==> src/rtl/midi_pkg.sv <==
// midi_pkg: shared types and helpers for the MIDI channel-voice transmitter.
//   - ST_* : status-byte high nibbles for the seven channel-voice messages
//   - midi_state_t : serializer FSM states
//   - midi_evt_t : queued event {type, channel, d1[6:0], d2[6:0]}
//   - msg_len() : number of data bytes for a message type
//   - status_byte() : status byte {1, type, channel} for a queued event
package midi_pkg;

  localparam logic [3:0] ST_NOTE_OFF = 4'h8;
  localparam logic [3:0] ST_NOTE_ON  = 4'h9;
  localparam logic [3:0] ST_POLY_AT  = 4'hA;
  localparam logic [3:0] ST_CTRL     = 4'hB;
  localparam logic [3:0] ST_PRG_CH   = 4'hC;
  localparam logic [3:0] ST_CH_PRES  = 4'hD;
  localparam logic [3:0] ST_PITCH    = 4'hE;

  typedef enum logic [2:0] {IDLE, LOAD, STAT, D1, D2} midi_state_t;

  typedef struct packed {
    logic [2:0] typ;
    logic [3:0] ch;
    logic [6:0] d1;
    logic [6:0] d2;
  } midi_evt_t;

  localparam int unsigned EVT_W = $bits(midi_evt_t);

  function automatic logic [1:0] msg_len(input logic [2:0] typ);
    logic [3:0] nib;
    logic [1:0] len;
    nib = {1'b1, typ};
    case (nib)
      ST_PRG_CH, ST_CH_PRES:                                len = 2'd1;
      ST_NOTE_OFF, ST_NOTE_ON, ST_POLY_AT, ST_CTRL, ST_PITCH: len = 2'd2;
      default:                                              len = 2'd2;
    endcase
    return len;
  endfunction

  function automatic logic [7:0] status_byte(input midi_evt_t e);
    return {1'b1, e.typ, e.ch};
  endfunction

endpackage

==> src/rtl/midi_evt_fifo.sv <==
// midi_evt_fifo: synchronous event queue with registered level/full/empty.
// Ports:
//   CLOCK_50, reset_reg_N : clock, asynchronous active-low reset
//   push_i, wdata_i       : write request and data (ignored while full)
//   pop_i, rdata_o        : read request (ignored while empty); rdata_o shows the head
//   level_o               : number of stored entries (0..FIFO_DEPTH)
//   full_o, empty_o       : registered status flags
module midi_evt_fifo
  import midi_pkg::*;
#(
  parameter int unsigned FIFO_DEPTH = 4,
  parameter int unsigned FIFO_AW    = 2,
  parameter int unsigned DATA_W     = EVT_W
) (
  input  logic              CLOCK_50,
  input  logic              reset_reg_N,
  input  logic              push_i,
  input  logic [DATA_W-1:0] wdata_i,
  input  logic              pop_i,
  output logic [DATA_W-1:0] rdata_o,
  output logic [FIFO_AW:0]  level_o,
  output logic              full_o,
  output logic              empty_o
);

  logic [DATA_W-1:0]  mem_q [FIFO_DEPTH];
  logic [FIFO_AW-1:0] wr_ptr_q, rd_ptr_q;
  logic [FIFO_AW:0]   level_q, level_d;
  logic               full_q, empty_q;
  logic               push_ok, pop_ok;

  assign push_ok = push_i && !full_q;
  assign pop_ok  = pop_i && !empty_q;

  always_comb begin
    level_d = level_q;
    if (push_ok && !pop_ok) begin
      level_d = level_q + 1'b1;
    end else if (!push_ok && pop_ok) begin
      level_d = level_q - 1'b1;
    end
  end

  // Storage needs no reset; only pointers and flags define the contents.
  always_ff @(posedge CLOCK_50) begin
    if (push_ok) begin
      mem_q[wr_ptr_q] <= wdata_i;
    end
  end

  // Power-of-two depth: pointers wrap naturally.
  always_ff @(posedge CLOCK_50 or negedge reset_reg_N) begin
    if (!reset_reg_N) begin
      wr_ptr_q <= '0;
      rd_ptr_q <= '0;
      level_q  <= '0;
      full_q   <= 1'b0;
      empty_q  <= 1'b1;
    end else begin
      if (push_ok) wr_ptr_q <= wr_ptr_q + 1'b1;
      if (pop_ok)  rd_ptr_q <= rd_ptr_q + 1'b1;
      level_q <= level_d;
      full_q  <= (level_d == (FIFO_AW+1)'(FIFO_DEPTH));
      empty_q <= (level_d == '0);
    end
  end

  assign rdata_o = mem_q[rd_ptr_q];
  assign level_o = level_q;
  assign full_o  = full_q;
  assign empty_o = empty_q;

endmodule

==> src/rtl/midi_msg_tx.sv <==
// midi_msg_tx: queues channel-voice MIDI events and serializes each one into
// status and data bytes for the MIDI UART transmitter.
// Ports:
//   CLOCK_50, reset_reg_N        : clock, asynchronous active-low reset
//   ev_valid/ev_ready            : event handshake (ev_ready = queue not full)
//   ev_type, ev_ch, ev_d1, ev_d2 : event fields (type 7 is illegal and dropped)
//   midi_out_ready               : UART can take a byte
//   midi_send_byte/midi_out_data : one-cycle byte strobe and its data
//   ev_err                       : one-cycle pulse after a type-7 offer
//   busy                         : serializer active or queue non-empty
//   fifo_level                   : queued event count
// Build option: define MIDI_RUNNING_STATUS_EN to omit a status byte that
// repeats the previously transmitted one.
module midi_msg_tx
  import midi_pkg::*;
#(
  parameter int unsigned FIFO_DEPTH = 4,
  parameter int unsigned FIFO_AW    = 2,
  parameter int unsigned GUARD_CYC  = 2
) (
  input  logic             CLOCK_50,
  input  logic             reset_reg_N,
  input  logic             ev_valid,
  output logic             ev_ready,
  input  logic [2:0]       ev_type,
  input  logic [3:0]       ev_ch,
  input  logic [7:0]       ev_d1,
  input  logic [7:0]       ev_d2,
  input  logic             midi_out_ready,
  output logic             midi_send_byte,
  output logic [7:0]       midi_out_data,
  output logic             ev_err,
  output logic             busy,
  output logic [FIFO_AW:0] fifo_level
);

  localparam int unsigned GW = $clog2(GUARD_CYC + 1);

  midi_state_t state_q;
  midi_evt_t   cur_q;
  midi_evt_t   fifo_wdata, fifo_rdata;
  logic [GW-1:0] guard_q;
  logic        send_q, err_q, busy_q;
  logic [7:0]  data_q;
  logic        fifo_full, fifo_empty;
  logic        push_en, pop_en, fire, next_idle, busy_d;
  logic        unused_data_msb;
`ifdef MIDI_RUNNING_STATUS_EN
  logic [7:0]  last_status_q;
`endif

  // Data bytes always go out with bit 7 clear.
  assign unused_data_msb = ev_d1[7] ^ ev_d2[7];

  assign fifo_wdata = '{typ: ev_type, ch: ev_ch, d1: ev_d1[6:0], d2: ev_d2[6:0]};
  assign push_en    = ev_valid && !fifo_full && (ev_type != 3'd7);
  assign pop_en     = (state_q == LOAD);
  assign fire       = midi_out_ready && (guard_q == '0);

  midi_evt_fifo #(
    .FIFO_DEPTH (FIFO_DEPTH),
    .FIFO_AW    (FIFO_AW),
    .DATA_W     (EVT_W)
  ) u_fifo (
    .CLOCK_50    (CLOCK_50),
    .reset_reg_N (reset_reg_N),
    .push_i      (push_en),
    .wdata_i     (fifo_wdata),
    .pop_i       (pop_en),
    .rdata_o     (fifo_rdata),
    .level_o     (fifo_level),
    .full_o      (fifo_full),
    .empty_o     (fifo_empty)
  );

  // Whether the FSM lands in IDLE after this edge. When it does the queue is
  // empty and nothing is popped, so busy next cycle depends only on a push.
  always_comb begin
    next_idle = 1'b0;
    case (state_q)
      IDLE:    next_idle = fifo_empty;
      D1:      next_idle = fire && (msg_len(cur_q.typ) == 2'd1) && fifo_empty;
      D2:      next_idle = fire && fifo_empty;
      default: next_idle = 1'b0;
    endcase
    busy_d = !next_idle || push_en;
  end

  always_ff @(posedge CLOCK_50 or negedge reset_reg_N) begin
    if (!reset_reg_N) begin
      state_q       <= IDLE;
      cur_q         <= '0;
      guard_q       <= '0;
      send_q        <= 1'b0;
      data_q        <= 8'h00;
      err_q         <= 1'b0;
      busy_q        <= 1'b0;
`ifdef MIDI_RUNNING_STATUS_EN
      last_status_q <= 8'h00;
`endif
    end else begin
      send_q <= 1'b0;
      err_q  <= ev_valid && !fifo_full && (ev_type == 3'd7);
      busy_q <= busy_d;
      if (guard_q != '0) guard_q <= guard_q - 1'b1;

      case (state_q)
        IDLE: begin
          if (!fifo_empty) state_q <= LOAD;
        end
        LOAD: begin
          cur_q <= fifo_rdata;
`ifdef MIDI_RUNNING_STATUS_EN
          state_q <= (status_byte(fifo_rdata) == last_status_q) ? D1 : STAT;
`else
          state_q <= STAT;
`endif
        end
        STAT: begin
          if (fire) begin
            send_q  <= 1'b1;
            data_q  <= status_byte(cur_q);
            guard_q <= GW'(GUARD_CYC);
            state_q <= D1;
`ifdef MIDI_RUNNING_STATUS_EN
            last_status_q <= status_byte(cur_q);
`endif
          end
        end
        D1: begin
          if (fire) begin
            send_q  <= 1'b1;
            data_q  <= {1'b0, cur_q.d1};
            guard_q <= GW'(GUARD_CYC);
            if (msg_len(cur_q.typ) == 2'd2) begin
              state_q <= D2;
            end else begin
              state_q <= fifo_empty ? IDLE : LOAD;
            end
          end
        end
        D2: begin
          if (fire) begin
            send_q  <= 1'b1;
            data_q  <= {1'b0, cur_q.d2};
            guard_q <= GW'(GUARD_CYC);
            state_q <= fifo_empty ? IDLE : LOAD;
          end
        end
        default: state_q <= IDLE;
      endcase
    end
  end

  assign ev_ready       = !fifo_full;
  assign midi_send_byte = send_q;
  assign midi_out_data  = data_q;
  assign ev_err         = err_q;
  assign busy           = busy_q;

endmodule

==> config.mk <==
export PLATFORM = sky130hd
export DESIGN_NAME = midi_msg_tx
export DESIGN_NICKNAME = d
export VERILOG_FILES = /design/src/rtl/midi_pkg.sv /design/src/rtl/midi_evt_fifo.sv /design/src/rtl/midi_msg_tx.sv
export SDC_FILE = /design/constraint.sdc
export NUM_CORES = 1
export LEC_CHECK = 0
export BUFFER_PORTS_ARGS = -buffer_cell sky130_fd_sc_hd__buf_2
export CORE_MARGIN = 2
export CORE_UTILIZATION = 60
export DETAILED_ROUTE_END_ITERATION = 12
export GPL_TIMING_DRIVEN = 0
export HOLD_SLACK_MARGIN = 0.05
export PLACE_DENSITY_LB_ADDON = 0.25
export SYNTH_ARGS = -nofsm -noshare
export SYNTH_HDL_FRONTEND = slang
export SYNTH_SLANG_ARGS = --single-unit
export TNS_END_PERCENT = 10
==> constraint.sdc <==
create_clock -name CLOCK_50 -period 5.1 [get_ports CLOCK_50]
set_input_delay 0.51 -clock CLOCK_50 [delete_from_list [all_inputs] [get_ports CLOCK_50]]
set_output_delay 0.51 -clock CLOCK_50 [all_outputs]
set_load 0.03 [all_outputs]
== After elaboration in Yosys (flattened, before gate mapping) ==
Memory sizes are Yosys's and may differ from the RTL's. A register that Yosys moved wholly into a read port is not among the register bits.
Index checks and enable logic that the tools add are counted.

* $add $sub $neg: 5
* Equality and inequality tests: 15
* Mux-type cells: 25
* Reduce and logical (&&, ||, !) cells: 27

{| class="wikitable"
|+ Operators with widths
! operator !! count
|-
| 2-to-1 mux 8 bit || 3
|-
| one-hot mux 8 bit (3 select lines) || 1
|-
| 2-to-1 mux 3 bit || 7
|-
| == test 3 bit, second input constant || 5
|-
| one-hot mux 3 bit (5 select lines) || 1
|-
| 2-to-1 mux 2 bit || 7
|-
| logical AND 1 bit || 11
|-
| != test 2 bit, second input constant || 4
|-
| AND reduction 4 bit || 2
|-
| == test 3 x 2 -> 1 bit, second input constant || 2
|-
| logical NOT 1 bit || 6
|-
| logical NOT 3 bit || 2
|-
| 2-to-1 mux 1 bit || 5
|-
| adder 2 x 1 -> 2 bit, second input constant || 2
|-
| adder 3 x 1 -> 3 bit, second input constant || 1
|-
| == test 3 x 1 -> 1 bit, second input constant || 1
|-
| != test 3 bit, second input constant || 1
|-
| one-hot mux 1 bit (3 select lines) || 1
|-
| nonzero test 3 bit || 1
|-
| OR reduction 3 bit || 1
|-
| subtractor 3 x 1 -> 3 bit, second input constant || 1
|-
| == test 2 x 1 -> 1 bit, second input constant || 1
|-
| == test 2 bit, second input constant || 1
|-
| logical NOT 2 bit || 1
|-
| other kinds (4) || 4
|}

* Flip-flop bits (word level): 25
* Memory bits (writable): 84
* Bits of input ports: 27
* Output and inout port bits: 15
* Word-level logic and storage cells: 84
* Memories kept: 1

{| class="wikitable"
|+ Memories
! memory !! words !! width !! rd ports !! clocked after memory_dff !! write ports !! RTL line !! source
|-
| u_fifo.mem_q || 4 || 21 || 1 || 1 || 1 || midi_evt_fifo.sv:26 || <nowiki>logic [DATA_W-1:0] mem_q [FIFO_DEPTH];</nowiki>
|}

== Longest topological paths before layout ==
* Depth in word-level cells: 10
* Mapped depth: 6
* Mapped depth without buffers: 6

== By module ==
Synthesis repeated with hierarchy kept, for this count alone.

* Cell total of the unflattened synthesis: 304
* Area, all modules: 5297.6 sq um

{| class="wikitable"
|+ Modules (own cells, without submodules)
! module !! times used !! cells each !! area each (sq um) !! sequential area each (sq um)
|-
| midi_evt_fifo || 1 || 162 || 3574.7 || 2748.9
|-
| midi_msg_tx || 1 || 142 || 1722.9 || 925.9
|}

== Worst setup path before layout ==
Ideal clock, no wire load.

* Kind: input to register
* Start: input ev_valid
* End: memory u_fifo.mem_q[0][0] (netlist name) (enable)
* Setup time: 379 ps
* Arrival time: 1417 ps
* Required time: 4721 ps
* Path slack: 3304 ps
* Stages on the path: 2
* Buffers on the path: 0
* Path through: nor2b_1 -> and3_1

* Word-level cells in the longest chain between the ends: 5

{| class="wikitable"
|+ Ends and longest elaborated chain
! what !! RTL line !! source
|-
| start, declared || midi_msg_tx.sv:23 || <nowiki>input logic ev_valid,</nowiki>
|-
| logical AND 1 bit (2 in a row) || midi_msg_tx.sv:56 || <nowiki>assign push_en = ev_valid && !fifo_full && (ev_type != 3'd7);</nowiki>
|-
| logical AND 1 bit || midi_evt_fifo.sv:32 || <nowiki>assign push_ok = push_i && !full_q;</nowiki>
|-
| 2-to-1 mux 1 bit || midi_evt_fifo.sv:46 || <nowiki>if (push_ok) begin</nowiki>
|-
| 2-to-1 mux 1 bit (not written as such) || midi_evt_fifo.sv:47 || <nowiki>mem_q[wr_ptr_q] <= wdata_i;</nowiki>
|-
| end, declared || midi_evt_fifo.sv:26 ||
|}

Every way passes these cells.

== Worst setup path after layout ==
* Start: register u_fifo.full_q, in the netlist u_fifo.full_o
* End: memory u_fifo.mem_q[3][8] (netlist name) (enable)

* Word-level cells in the longest chain between the ends: 6

{| class="wikitable"
|+ Ends and longest elaborated chain
! what !! RTL line !! source
|-
| start, declared || midi_evt_fifo.sv:29 || <nowiki>logic full_q, empty_q;</nowiki>
|-
| start signal, assigned || midi_evt_fifo.sv:63 || <nowiki>full_q <= (level_d == (FIFO_AW+1)'(FIFO_DEPTH));</nowiki>
|-
| logical NOT 1 bit (*) || midi_evt_fifo.sv:32, midi_msg_tx.sv:56 ||
|-
| logical AND 1 bit (2 in a row) || midi_msg_tx.sv:56 ||
|-
| logical AND 1 bit (*) || midi_evt_fifo.sv:32 ||
|-
| 2-to-1 mux 1 bit (*) || midi_evt_fifo.sv:46 ||
|-
| 2-to-1 mux 1 bit (not written as such) (*) || midi_evt_fifo.sv:47 ||
|}

Every way passes the cells marked *; elsewhere a longest branch is shown, timed or not.

==> metrics.md <==
| Metric | Value |
|---|---|
| Run status | `completed` |
| Final setup margin | `2.901 ns` |
| Final hold violation count | `0` |
| Worst R2R Start | `u_fifo.full_o$_DFF_PN0_` |
| Flop pwr share | `40.5%` |
| Worst r2r dst | `u_fifo.mem_q[3][8]$_DFFE_PP_` |
| First-pass iteration count of the detailed router | `4` |
| Routed WL | `10,150 um` |
| DP Wirelength | `6223 um` |
| FF+latch area | `0.003675 sq mm` |
| Share of post-route cells with drive strength above 1 | `34.21%` |
| Max-capacitance violation count | `0` |
| # IOs | `42` |
| Clock transition at path regs | `0.06 ns` |
| DR vias | `2,992` |
| Antenna Cells | `0` |
| CTS tree | `yes` |
| Worst R2R Path Depth | `2` |
| Worst rel slew slack | `17.88%` |
| Min Tclk post-route | `2.199 ns` |
| CP Data Arrival Time | `2.33 ns` |
| Top_reg_cell synth | `edfxtp_1` |
| # clock sinks | `130` |
| Post-route clock period utilization | `43.11%` |
| Area contributors post-synth | `edfxtp_1 (48%), dfrtp_1 (21%), mux4_2 (9.0%), mux2_2 (4.5%), o22ai_1 (1.7%)` |
| Worst reg2reg setup slack | `2.90 ns` |
| RSZ-0062 raised after global routing | `false` |
| PwrDens | `651.1 mW/mm^2` |
| Cell leakage power | `0.002323 uW` |
| Register area share after synthesis | `69.76%` |
| Die Y | `97.70 um` |
| Multi-input gate area | `0.001484 sq mm` |
| Std cell rows | `34` |
| First-pass GRT wire length | `16,570 um` |
| Number of flops mapped to enable cells by yosys | `84` |
| Min Hold Slack | `0.1848 ns` |
| Combinational power share | `32.0%` |
| Initial Utilization | `61.00%` |
| Place WS | `2.685 ns` |
| Sw Share | `33.68%` |
| Post-CTS sizing | `0` |
| Area Growth Syn to Fin | `16.67%` |
| Final GP Congestion | `0.9193` |
| CTS root buf | `clkbuf_8` |
| Synth top area share | `47.89%` |
| Max Clock Skew | `0.008298 ns` |
| Clk pwr share | `27.6%` |
| Measured slew at the worst slew-check pin | `1.232 ns` |
| Critical path class | `register to register` |
| Net count after synthesis | `342` |
| Worst hold path class | `input pin to asynchronous set/reset pin` |
| Core outline area | `0.008636 sq mm` |
| Via count of the first global-routing pass | `3,153` |
| DRT iter0 DRCs | `284` |
| Die area | `0.009544 sq mm` |
| Async S/R FF share, synth | `35.38%` |
| Int Power | `2654 uW` |
| YS warnings | `0` |
| Worst Path Max Fanout | `21` |
| Via-to-Cell Ratio | `6.131` |
| Post-synth top area cell | `edfxtp_1` |
| Longest Clk Path Bufs | `2` |
| All-Layer GR Usage | `23.48%` |
| Final setup fails | `0` |
| Synth Cell Area | `0.005268 sq mm` |
| Filler instances | `565` |
| Die width | `97.70 um` |
| Cell area after layout | `0.006146 sq mm` |
| Most frequent cells in the layout | `edfxtp_1 (84), buf_2 (45), dfrtp_1 (45)` |
| DRC Markers | `0` |
| Fmax | `0.4548 GHz` |
| VDD IR max | `0.3393 mV` |
| Port Buffers | `39` |
| CTS buffer count | `17` |
| Layout Utilization | `71.17%` |
| Final ANT Viol Nets | `0` |
| CTS Hold Buffers Added | `0` |
| Setup crit end kind | `register` |
| Post-synth cell types | `49` |
| Htree depth | `4` |
| Placed Instance Area | `0.005598 sq mm` |
| Post-CTS Setup Bufs | `0` |
| P_sw | `1348 uW` |
| Pin count of the biggest net entering global routing | `47` |
| Syn_area_per_cell | `17.05 sq um` |
| Worst skew pair latency | `0.51 ns` |
| Data required time of the critical path | `5.23 ns` |
| Gate Count Post-Synth | `309` |
| Setup TNS | `0 ns` |
| Initial antenna violation count | `0` |
| Startpoint Class | `register` |
| Total grt overflow | `0` |
| Slew Limit Fails | `0` |
| WL/cell | `20.80 um` |
| FF+latch count, synth | `130` |
| Final #Nets | `400` |
| Most common cell after layout, fill and taps aside | `edfxtp_1` |
-- synthesized netlist by cell type, types with 4 or more instances --
| library cell | instances |
|---|---|
| mux4_2 | 21 |
| o22ai_1 | 14 |
| edfxtp_1 | 84 |
| nor2_1 | 9 |
| inv_1 | 8 |
| a21oi_1 | 15 |
| o21ai_0 | 5 |
| buf_2 | 6 |
| dfrtp_1 | 45 |
| a22o_1 | 7 |
| ha_1 | 6 |
| clkbuf_1 | 6 |
| nand2_1 | 8 |
| nor3_1 | 7 |
| xnor2_1 | 4 |
| mux2_2 | 21 |
| and3_1 | 5 |
-- power by group through the flow --
stage          Sequential, uW  Clock (uW)  Combinational, uW
2_1_floorplan            1660           0                877
3_3_place_gp             1610           0               1220
3_5_place_dp             1630           0               1270
4_1_cts                  1620        1120               1290
5_1_grt                  1650        1160               1390
6_report                 1620        1100               1280
-- area by class of cell --
class                   count  area share, %
plain buffers              15          1.221
well taps                 108          2.199
clock buffers              18          6.800
clock inverters            14          2.117
flip-flops and latches    130          59.79
multi-input cells         155          24.14
inverters                   9         0.5497
repair buffers             39          3.176
-- state kept, by name, indices dropped and copies added, names as in the netlist, 2 cells and up --
name             cells
u_fifo.mem_q        84
cur_q               21
midi_out_data        8
state_q              3
u_fifo.level_o       3
guard_q              2
u_fifo.rd_ptr_q      2
u_fifo.wr_ptr_q      2
-- worst max-delay path, cell delays in order (launching register included) --
cell     delay [ns]
dfrtp_1        0.40
nor2b_1        0.35
and3_1         1.04
-- per-stage QoR --
stage / std cells / power, uW
floorplan: 309 / 2536
global placement: 456 / 2836
detailed placement: 456 / 2895
CTS: 488 / 4021
global route: 488 / 4209
finish: 488 / 4002
-- layer usage --
metal | vias up | share of wire (%) | wire length [um] | track usage (%)
li1 | 1338 | - | - | -
met1 | 1532 | 42 | 4250 | 31.20
met2 | 100 | 51 | 5174 | 36.98
met3 | 22 | 4.7 | 482 | 5.683
met4 | 0 | 2.4 | 245 | 11.22
met5 | - | 0 | 0 | 0
-- cells by family (layout without fill, tap and decap cells) --
| kind of cell | count (synthesis) | count (layout) | synth area share [%] |
|---|---|---|---|
| DFF | 130 | 130 | 69.76 |
| adders and majority gates | 6 | 6 | 1.425 |
| xor gates and xnor gates | 4 | 4 | 0.6650 |
| buffers and inverters | 24 | 95 | 2.066 |
| AOI/OAI and AO/OA | 54 | 54 | 6.793 |
| muxes | 43 | 43 | 13.66 |
| and+or+nand+nor | 48 | 48 | 5.630 |
-- worst max path at each step --
stage,slack (ns),startpoint,endpoint
after floorplan,3.30,ev_valid,u_fifo.mem_q[0][0]$_DFFE_PP_
after global placement,2.70,ev_valid,u_fifo.mem_q[2][12]$_DFFE_PP_
after detailed placement,2.69,ev_valid,u_fifo.mem_q[3][12]$_DFFE_PP_
after CTS,2.87,u_fifo.full_o$_DFF_PN0_,u_fifo.mem_q[0][1]$_DFFE_PP_
after global routing,2.72,u_fifo.full_o$_DFF_PN0_,u_fifo.mem_q[3][8]$_DFFE_PP_
final,2.90,u_fifo.full_o$_DFF_PN0_,u_fifo.mem_q[3][8]$_DFFE_PP_
(Power assumes the default switching activity.)
